## src/rtl/levinson_q_ctrl_pkg.sv

```systemverilog
// Shared types and constants for the Levinson q-recursion controller and datapath.
package levinson_q_ctrl_pkg;

  localparam int DW      = 32;
  localparam int Q_SHIFT = 27;

  typedef enum logic [2:0] {
    ST_IDLE,
    ST_FETCH,
    ST_LOAD,
    ST_ACC,
    ST_DONE
  } state_e;

endpackage

```

## src/rtl/levinson_q_ctrl_if.sv

```systemverilog
// Handshake and memory-read bundle between the q controller (slave) and its host (master).
interface levinson_q_ctrl_if #(
  parameter int AW = 5
);
  import levinson_q_ctrl_pkg::*;

  logic                 start;
  logic [AW-1:0]        order;
  logic                 busy;
  logic                 done;
  logic                 err;
  logic signed [DW-1:0] q_out;
  logic [AW-1:0]        r_addr;
  logic signed [DW-1:0] r_data;
  logic [AW-1:0]        a_addr;
  logic signed [DW-1:0] a_data;

  modport master (
    output start, order, r_data, a_data,
    input  busy, done, err, q_out, r_addr, a_addr
  );

  modport slave (
    input  start, order, r_data, a_data,
    output busy, done, err, q_out, r_addr, a_addr
  );

endinterface

```

## src/rtl/levinson_q.sv

```systemverilog
// q datapath: selects r[i] or q + (r*a >>> Q_SHIFT)/2, halving rounded symmetrically toward zero.
module levinson_q
  import levinson_q_ctrl_pkg::*;
(
  input  logic                 q_sel,
  input  logic signed [DW-1:0] q_reg,
  input  logic signed [DW-1:0] r_data,
  input  logic signed [DW-1:0] a_data,
  output logic signed [DW-1:0] q_next
);

  logic signed [2*DW-1:0] r_ext;
  logic signed [2*DW-1:0] a_ext;
  logic signed [2*DW-1:0] prod;
  logic signed [2*DW-1:0] scaled;
  logic signed [2*DW-1:0] biased;
  logic signed [2*DW-1:0] halved;
  logic                   unused_hi;

  always_comb begin
    r_ext  = {{DW{r_data[DW-1]}}, r_data};
    a_ext  = {{DW{a_data[DW-1]}}, a_data};
    prod   = r_ext * a_ext;
    scaled = prod >>> Q_SHIFT;
    // adding the sign bit before the shift turns floor-halving into truncation toward zero
    biased = scaled + {{(2*DW-1){1'b0}}, scaled[2*DW-1]};
    halved = biased >>> 1;
    q_next = q_sel ? q_reg + halved[DW-1:0] : r_data;
  end

  assign unused_hi = ^halved[2*DW-1:DW];

endmodule

```

## src/rtl/levinson_q_ctrl.sv

```systemverilog
// Sequencer for one Levinson q recursion over synchronous r/a memories.
// Optional abort input enabled by defining LEVQ_ABORT_EN.
module levinson_q_ctrl
  import levinson_q_ctrl_pkg::*;
#(
  parameter int ORDER_MAX = 16,
  parameter int AW        = 5
) (
  input  logic               clk,
  input  logic               rst,
`ifdef LEVQ_ABORT_EN
  input  logic               abort,
`endif
  levinson_q_ctrl_if.slave   bus
);

  state_e               state_q, state_d;
  logic [AW-1:0]        order_q, order_d;
  logic [AW-1:0]        j_q, j_d;
  logic signed [DW-1:0] q_reg_q, q_reg_d;
  logic signed [DW-1:0] q_out_q, q_out_d;
  logic                 err_q, err_d;
  logic                 q_sel;
  logic signed [DW-1:0] q_next;
  logic                 order_ok;
  logic [AW-1:0]        r_addr;
  logic [AW-1:0]        a_addr;

  levinson_q u_dp (
    .q_sel  (q_sel),
    .q_reg  (q_reg_q),
    .r_data (bus.r_data),
    .a_data (bus.a_data),
    .q_next (q_next)
  );

  always_ff @(posedge clk or posedge rst) begin
    if (rst) begin
      state_q <= ST_IDLE;
      order_q <= '0;
      j_q     <= '0;
      q_reg_q <= '0;
      q_out_q <= '0;
      err_q   <= 1'b0;
    end else begin
      state_q <= state_d;
      order_q <= order_d;
      j_q     <= j_d;
      q_reg_q <= q_reg_d;
      q_out_q <= q_out_d;
      err_q   <= err_d;
    end
  end

  assign order_ok = (bus.order != '0) && (int'(bus.order) <= ORDER_MAX);

  always_comb begin
    state_d = state_q;
    order_d = order_q;
    j_d     = j_q;
    q_reg_d = q_reg_q;
    q_out_d = q_out_q;
    err_d   = 1'b0;
    q_sel   = 1'b0;
    r_addr  = '0;
    a_addr  = '0;

    unique case (state_q)
      ST_IDLE: begin
        if (bus.start) begin
          if (order_ok) begin
            order_d = bus.order;
            state_d = ST_FETCH;
          end else begin
            err_d = 1'b1;
          end
        end
      end
      ST_FETCH: begin
        r_addr  = order_q;
        state_d = ST_LOAD;
      end
      ST_LOAD: begin
        q_sel   = 1'b0;
        q_reg_d = q_next;
        r_addr  = order_q - AW'(1);
        a_addr  = AW'(1);
        j_d     = AW'(1);
        // q_out is loaded on entry to DONE so it is already valid while done is high
        if (order_q == AW'(1)) begin
          q_out_d = q_next;
          state_d = ST_DONE;
        end else begin
          state_d = ST_ACC;
        end
      end
      ST_ACC: begin
        q_sel   = 1'b1;
        q_reg_d = q_next;
        if (j_q < order_q - AW'(1)) begin
          r_addr = order_q - j_q - AW'(1);
          a_addr = j_q + AW'(1);
          j_d    = j_q + AW'(1);
        end else begin
          q_out_d = q_next;
          j_d     = '0;
          state_d = ST_DONE;
        end
      end
      ST_DONE: begin
        q_out_d = q_reg_q;
        j_d     = '0;
        state_d = ST_IDLE;
      end
      default: begin
        state_d = ST_IDLE;
      end
    endcase

`ifdef LEVQ_ABORT_EN
    if (abort && (state_q inside {ST_FETCH, ST_LOAD, ST_ACC})) begin
      state_d = ST_IDLE;
      q_out_d = q_out_q;
      j_d     = '0;
      r_addr  = '0;
      a_addr  = '0;
    end
`endif
  end

  assign bus.busy   = (state_q != ST_IDLE);
  assign bus.done   = (state_q == ST_DONE);
  assign bus.err    = err_q;
  assign bus.q_out  = q_out_q;
  assign bus.r_addr = r_addr;
  assign bus.a_addr = a_addr;

endmodule

```

## src/flat_wrapper.sv

```systemverilog
// flat-port wrapper written by rule: the top's interface ports become plain ports
module levinson_q_ctrl_flat import levinson_q_ctrl_pkg::*;
#(
  parameter int ORDER_MAX = 16,
  parameter int AW        = 5
)
  (clk, rst, bus_start, bus_order, bus_r_data, bus_a_data, bus_busy, bus_done, bus_err, bus_q_out, bus_r_addr, bus_a_addr);
  levinson_q_ctrl_if #(.AW(AW)) bus_i ();
  input  logic clk;
  input  logic rst;
  input wire logic [$bits(bus_i.start)-1:0] bus_start;
  input wire logic [$bits(bus_i.order)-1:0] bus_order;
  input wire logic [$bits(bus_i.r_data)-1:0] bus_r_data;
  input wire logic [$bits(bus_i.a_data)-1:0] bus_a_data;
  output wire logic [$bits(bus_i.busy)-1:0] bus_busy;
  output wire logic [$bits(bus_i.done)-1:0] bus_done;
  output wire logic [$bits(bus_i.err)-1:0] bus_err;
  output wire logic [$bits(bus_i.q_out)-1:0] bus_q_out;
  output wire logic [$bits(bus_i.r_addr)-1:0] bus_r_addr;
  output wire logic [$bits(bus_i.a_addr)-1:0] bus_a_addr;
  assign bus_i.start = bus_start;
  assign bus_i.order = bus_order;
  assign bus_i.r_data = bus_r_data;
  assign bus_i.a_data = bus_a_data;
  assign bus_busy = bus_i.busy;
  assign bus_done = bus_i.done;
  assign bus_err = bus_i.err;
  assign bus_q_out = bus_i.q_out;
  assign bus_r_addr = bus_i.r_addr;
  assign bus_a_addr = bus_i.a_addr;
  levinson_q_ctrl #(.ORDER_MAX(ORDER_MAX), .AW(AW)) u_core (.clk(clk), .rst(rst), .bus(bus_i));
endmodule
```

## config.mk

```make
export PLATFORM = sky130hd
export DESIGN_NAME = levinson_q_ctrl_flat
export DESIGN_NICKNAME = d
export VERILOG_FILES = /design/src/rtl/levinson_q_ctrl_pkg.sv /design/src/rtl/levinson_q_ctrl_if.sv /design/src/rtl/levinson_q.sv /design/src/rtl/levinson_q_ctrl.sv /design/src/flat_wrapper.sv
export SDC_FILE = /design/constraint.sdc
export NUM_CORES = 2
export LEC_CHECK = 0
export BUFFER_PORTS_ARGS = -buffer_cell sky130_fd_sc_hd__buf_2
export CAP_MARGIN = 20
export CELL_PAD_IN_SITES_DETAIL_PLACEMENT = 2
export CELL_PAD_IN_SITES_GLOBAL_PLACEMENT = 2
export CORE_MARGIN = 2
export CORE_UTILIZATION = 38
export DETAILED_ROUTE_END_ITERATION = 7
export HOLD_SLACK_MARGIN = 0.12
export PLACE_DENSITY_LB_ADDON = 0.12
export SYNTH_ARGS = -nofsm -noshare
export SYNTH_HDL_FRONTEND = slang
export SYNTH_SLANG_ARGS = --single-unit
export TNS_END_PERCENT = 1
```

## constraint.sdc

```tcl
create_clock -name clk -period 3.5 [get_ports clk]
set_clock_uncertainty 0.1 [all_clocks]
set_input_delay 0.525 -clock clk [delete_from_list [all_inputs] [get_ports clk]]
set_output_delay 0.525 -clock clk [all_outputs]
set_load 0.005 [all_outputs]
```

# Word level (Yosys, flattened, before mapping)
# Index checks and enable logic that the tools add are counted.
# word_totals
register_bits,78
latchBits,0
ramBits,0
mem_bits_ro,0
in_bits,72
out_inout_bits,45
elab_cells,51
mem_count,0
# classes
addsub,6
multipliers,1
n_div,0
magnitude_cmp,2
eq_ne,9
shifts,0
n_mux,18
bitwise,0
reduce_logical,9
# ops
cell,count
32-bit two-way mux,3
32-bit case mux with 3 select lines,1
32-bit by 32-bit multiplier with 64-bit output,1
33-bit by 2-bit adder with 33-bit output,1
32-bit adder,1
5-bit case mux with 3 select lines,2
3-bit two-way mux,4
3-bit case mux with 4 select lines,1
5-bit two-way mux,2
5-bit case mux with 2 select lines,1
5-bit by 1-bit subtractor with 5-bit output (second input constant),2
3-bit AND reduction,3
3-bit by 2-bit equality test with 1-bit output (second input constant),2
3-bit nonzero test,2
5-bit by 1-bit adder with 5-bit output (second input constant),1
5-bit by 1-bit equality test with 1-bit output (second input constant),1
5-bit less-or-equal comparator (second input constant),1
5-bit < comparator,1
5-bit nonzero test,1
5-bit subtractor,1
1-bit two-way mux,4
2-bit by 1-bit inequality test with 1-bit output (second input constant),2
2-bit inequality test (second input constant),2
3-bit by 1-bit equality test with 1-bit output (second input constant),1
other kinds (4),4

# Logic depth before layout (Yosys ltp)
# logic_depth
depth_word,6
depth_mapped,48
mapped_depth_nobuf,46

# By module
# Synthesis repeated with hierarchy kept, for this count alone.
# hier_totals
hier_cells,4635
hier_area_um2,42679.7
# modules_own_cells
mod,n_inst,cells_each,area_each_um2,seq_area_each_um2
levinson_q,1,4268,38640.8,0.0
levinson_q_ctrl,1,367,4038.9,1951.9

# Worst setup path after synthesis
# Ideal clock, no wire load.
# synth_path
path_type,input port to flip-flop
from,input port bus_r_data[31]
to,register u_core.q_reg_q[26]
setup_time_ps,125
arrival_time_ps,11474
required_ps,3275
setup_slack_ps,-8199
stages,43
path_buffers,2
cell_sequence,clkbuf_1 > nand2_1 > inv_1 > fa_1 > inv_1 > fa_1 > inv_1 > fa_1 > fa_1 > inv_1 > fa_1 > inv_1 > fa_1 > inv_1 > fa_1 > inv_1 > fa_1 > ha_1 > (+7 left out) > o31ai_1 > mux2i_1 > and2_1 > ha_1 > ha_1 > fa_1 > a21o_1 > a21o_1 > a2111oi_0 > o21bai_1 > a21oi_1 > o21ai_0 > a31oi_1 > o31ai_1 > o41ai_1 > xor2_1 > a21oi_1 > mux2_2
# synth_between
elab_chain_len,4
# synth_lines
element,line_no,source
start: declaration,flat_wrapper.sv:13,input wire logic [$bits(bus_i.r_data)-1:0] bus_r_data;
32-bit by 32-bit multiplier with 64-bit output,levinson_q.sv:23,prod = r_ext * a_ext;
33-bit by 2-bit adder with 33-bit output,levinson_q.sv:26,"biased = scaled + {{(2*DW-1){1'b0}}, scaled[2*DW-1]};"
32-bit adder,levinson_q.sv:28,q_next = q_sel ? q_reg + halved[DW-1:0] : r_data;
32-bit two-way mux,levinson_q.sv:28,
end signal: assignment,levinson_q_ctrl.sv:49,q_reg_q <= q_reg_d;
end: declaration,levinson_q_ctrl.sv:20,"logic signed [DW-1:0] q_reg_q, q_reg_d;"
# No other way between the ends.
# A chain may end at the register's enable or synchronous reset.

# Worst setup path after layout
# layout_path
from,input port bus_r_data[31]
to,"register u_core.q_out_q[30], in the netlist u_core.bus.q_out[30]"
# layout_between
elab_chain_len,6
elab_cells_between_ends,7
cone_classes,add/sub (2); mul (1); mux (4)
# layout_lines
element,line_no,source
32-bit by 32-bit multiplier with 64-bit output (*),levinson_q.sv:23,
33-bit by 2-bit adder with 33-bit output (*),levinson_q.sv:26,
32-bit adder (*),levinson_q.sv:28,
32-bit two-way mux (*),levinson_q.sv:28,
"32-bit two-way mux, on equally long branches","levinson_q_ctrl.sv:100, levinson_q_ctrl.sv:90",
32-bit case mux with 3 select lines (*),levinson_q_ctrl.sv:68,unique case (state_q)
end signal: assignment,levinson_q_ctrl.sv:50,q_out_q <= q_out_d;
end: declaration,levinson_q_ctrl.sv:21,"logic signed [DW-1:0] q_out_q, q_out_d;"
# Every way passes the cells marked *; elsewhere a longest branch is shown, timed or not. The select of a mux whose other input is x is not followed.

==> flow_summary.ini <==
[outcome]
status = finished with violations
violations = setup timing

[finish]
drive_gt1_share_pct = 19.3
fin_cells = 6725
multi_input_area_sq_um = 36200
area_delta_synth_final_pct = 20.3
nets = 6609
regArea_sq_um = 1950
nFillCells = 12000
finalInstanceArea_sq_um = 50700

[clocking]
clockBufferDepth = 2
clkLatencyLatePin_ns = 0.35
cts_max_level = 3
clockRootBuffer = clkbuf_16
cts_tree = built
clk_pin_slew_ns = 0.06
numCtsBuffers = 9
clock_sinks = 78

[placement]
hpwl_mm = 135
placed_cells = 6685
gp_congestion = 0.838
place_area_sq_um = 49300
port_buffers = 116

[detailed_routing]
routed_wirelength_mm = 152
dr.pass1.iters = 4
wire_per_inst_microns = 22.6
drt_drc_violations_left = 0
routed_via_density = 5.01
vias = 33700
dr.first_iter.drc_count = 1096
drtAntennaViolNets = 0

[hold_path]
worstHoldEndpoint = u_core.bus.err
holdPathStages = 3
hp-start = bus_start
worstHoldPathType = primary input to flop

[die]
std_cell_rows = 122
pin_count = 117
start_util_pct = 38.2
fp.dieW_microns = 337
die-area_sq_um = 113000
die_h_microns = 337
coreArea_sq_um = 110000

[synthesis]
syn_avg_cell_area_sq_um = 9.05
yosysSeqAreaShare_pct = 4.64
synthFlopType = dfrtp_1
ys_ff_latch = 78
synth_warnings = 0
synth-edff-count = 0
syn_inst = 4650
netlist_area_sq_um = 42100
synth_cell_types = 85
synthArstFlopShare_pct = 100
synth_nets = 6029

[setup_path]
crit_arrival_ns = 11.02
worstPathMaxFanout = 6
worstRegToRegCells = 15
end_kind = flop
cp_slowest_cell = fa_1
r2r-start = u_core.q_reg_q[0]
critPathLaunchType = primary input
timing_worst_setup_path_type = primary input to flop
reg2reg_slack_ns = 0
cpLargestDelayFamily = adder cells
crit_buf_inv = 13
r2r_end = u_core.bus.q_out[30]
slowest_delay_ns = 0.58
critPathRequiredTime_ns = 3.62

[grt]
use_met2_pct = 53.6
grtUsageMet1_pct = 32.3
grt_max_degree = 56
busiest_layer = met2
grt_first_pass_wirelength_mm = 240
antenna_found_initial = 7
overflow = 0
grt_pass1_vias = 41600
grt_use_total_pct = 27.7
grtUsageMet3_pct = 2.02

[timing]
hold_viol_final = 0
maxSlewViolCount = 0
finalCritPeriodShare_pct = 312
grt_setup_unrepaired = true
slew_headroom_pct = 30.9
period_needed_ns = 10.91
hold-worst-slack_ns = 0.324
setup_ws_ns = -7.41
worstMarginPinSlew_ns = 1.03
fmax_mhz = 91.7
timing.setup.tns_ns = -431.51
setup_viol = 64

[flow_run]
cap_violations = 0
cell families after synthesis:
family          synth area share (%)
buf+inv                         11.3
simple gates                    16.9
compound gates                  6.40
fa+ha+maj                       58.2
flops                           4.64
mux                            0.422
xor+xnor                        2.18
stage by stage:
| stage | util, % | setup WS [ns] |
|---|---|---|
| 2_1_floorplan | - | -7.61 |
| 3_3_place_gp | 44.7 | -8.05 |
| 3_5_place_dp | 44.7 | -8.37 |
| 4_1_cts | 45.4 | -7.53 |
| 5_1_grt | 46.0 | -7.93 |
| 6_report | 46.0 | -7.41 |
worst reg2reg max path: stages (launching register included):
cell       delay (ns)
dfrtp_1          0.44
ha_4             0.20
fa_2             0.39
a21o_1           0.16
a21o_1           0.19
a2111oi_4        0.31
o21bai_2         0.11
a21oi_2          0.19
o21ai_2          0.11
a31oi_4          0.17
o31ai_2          0.10
buf_4            0.17
o211a_1          0.26
buf_4            0.15
mux2i_2          0.20
a31oi_1          0.11
layout make-up:
| class | instances | share of cell area, % |
|---|---|---|
| Clock inverter | 5 | 0.0815 |
| Inverter | 1024 | 7.60 |
| Clock buffer | 11 | 0.499 |
| Timing Repair Buffer | 806 | 12.9 |
| Sequential cell | 78 | 3.86 |
| Antenna cell | 2 | 0.00988 |
| Tap cell | 1488 | 3.68 |
| Multi-Input combinational cell | 3311 | 71.4 |
registers in the layout, summed over array words and instances, names as in the netlist:
register,cells
u_core.bus.err,1
u_core.bus.q_out,32
u_core.j_q,5
u_core.order_q,5
u_core.state_q,3
u_core.q_reg_q,32
placed cells by master, fill, tap and decap left out, drive strengths merged, types with 20 or more instances in the layout:
master  count
a21o       44
a21oi     130
and2      457
and3       20
buf       795
clkbuf     21
dfrtp      78
fa       1083
ha        224
inv      1023
nand2     692
nand3      31
nand4      24
nor2      128
nor3       30
o21ai     108
xnor2      73
xor2       31
worst max-delay path by stage:
stage / depth (start not counted) / endpoint / slack (ns) / from
after global placement: 41 / u_core.bus.q_out[29] / -8.05 / bus_r_data[23]
after floorplan: 42 / u_core.q_reg_q[26] / -7.61 / bus_r_data[31]
after detailed placement: 40 / u_core.bus.q_out[31] / -8.37 / bus_r_data[23]
after CTS: 45 / u_core.bus.q_out[29] / -7.53 / bus_r_data[8]
final: 45 / u_core.bus.q_out[30] / -7.41 / bus_r_data[31]
after global routing: 47 / u_core.bus.q_out[31] / -7.93 / bus_r_data[31]
what timing repair did:
action                                  CTS  global route
endpoints found under the setup margin   69            74
cloned                                    0             1
setup buffers                            10            10
gates resized for setup                 106           134
endpoints found under the hold margin    20             0
hold buffers                              1             0
pin swaps                                43            54
per-layer routing:
| layer | up-vias | share of wire, % |
|---|---|---|
| li1 | 14900 | - |
| met1 | 18300 | 40 |
| met4 | 2 | 3.3 |
| met3 | 185 | 1.5 |
| met5 | - | 0.0085 |
| met2 | 349 | 56 |
cell usage after synthesis, types with 31 or more instances:
cell,instances,area (sq um)
fa_1,1083,21700
inv_1,1023,3840
nand2_1,692,2600
and2_1,454,2840
ha_1,224,2800
clkbuf_1,218,818
a21oi_1,130,651
nor2_1,126,473
o21ai_0,103,515
dfrtp_1,78,1950
xnor2_1,73,639
a21o_1,43,323
nand3_1,31,155
Power is not shown: default switching activity piles up to over one toggle a cycle in this logic, so the estimate is an artifact.
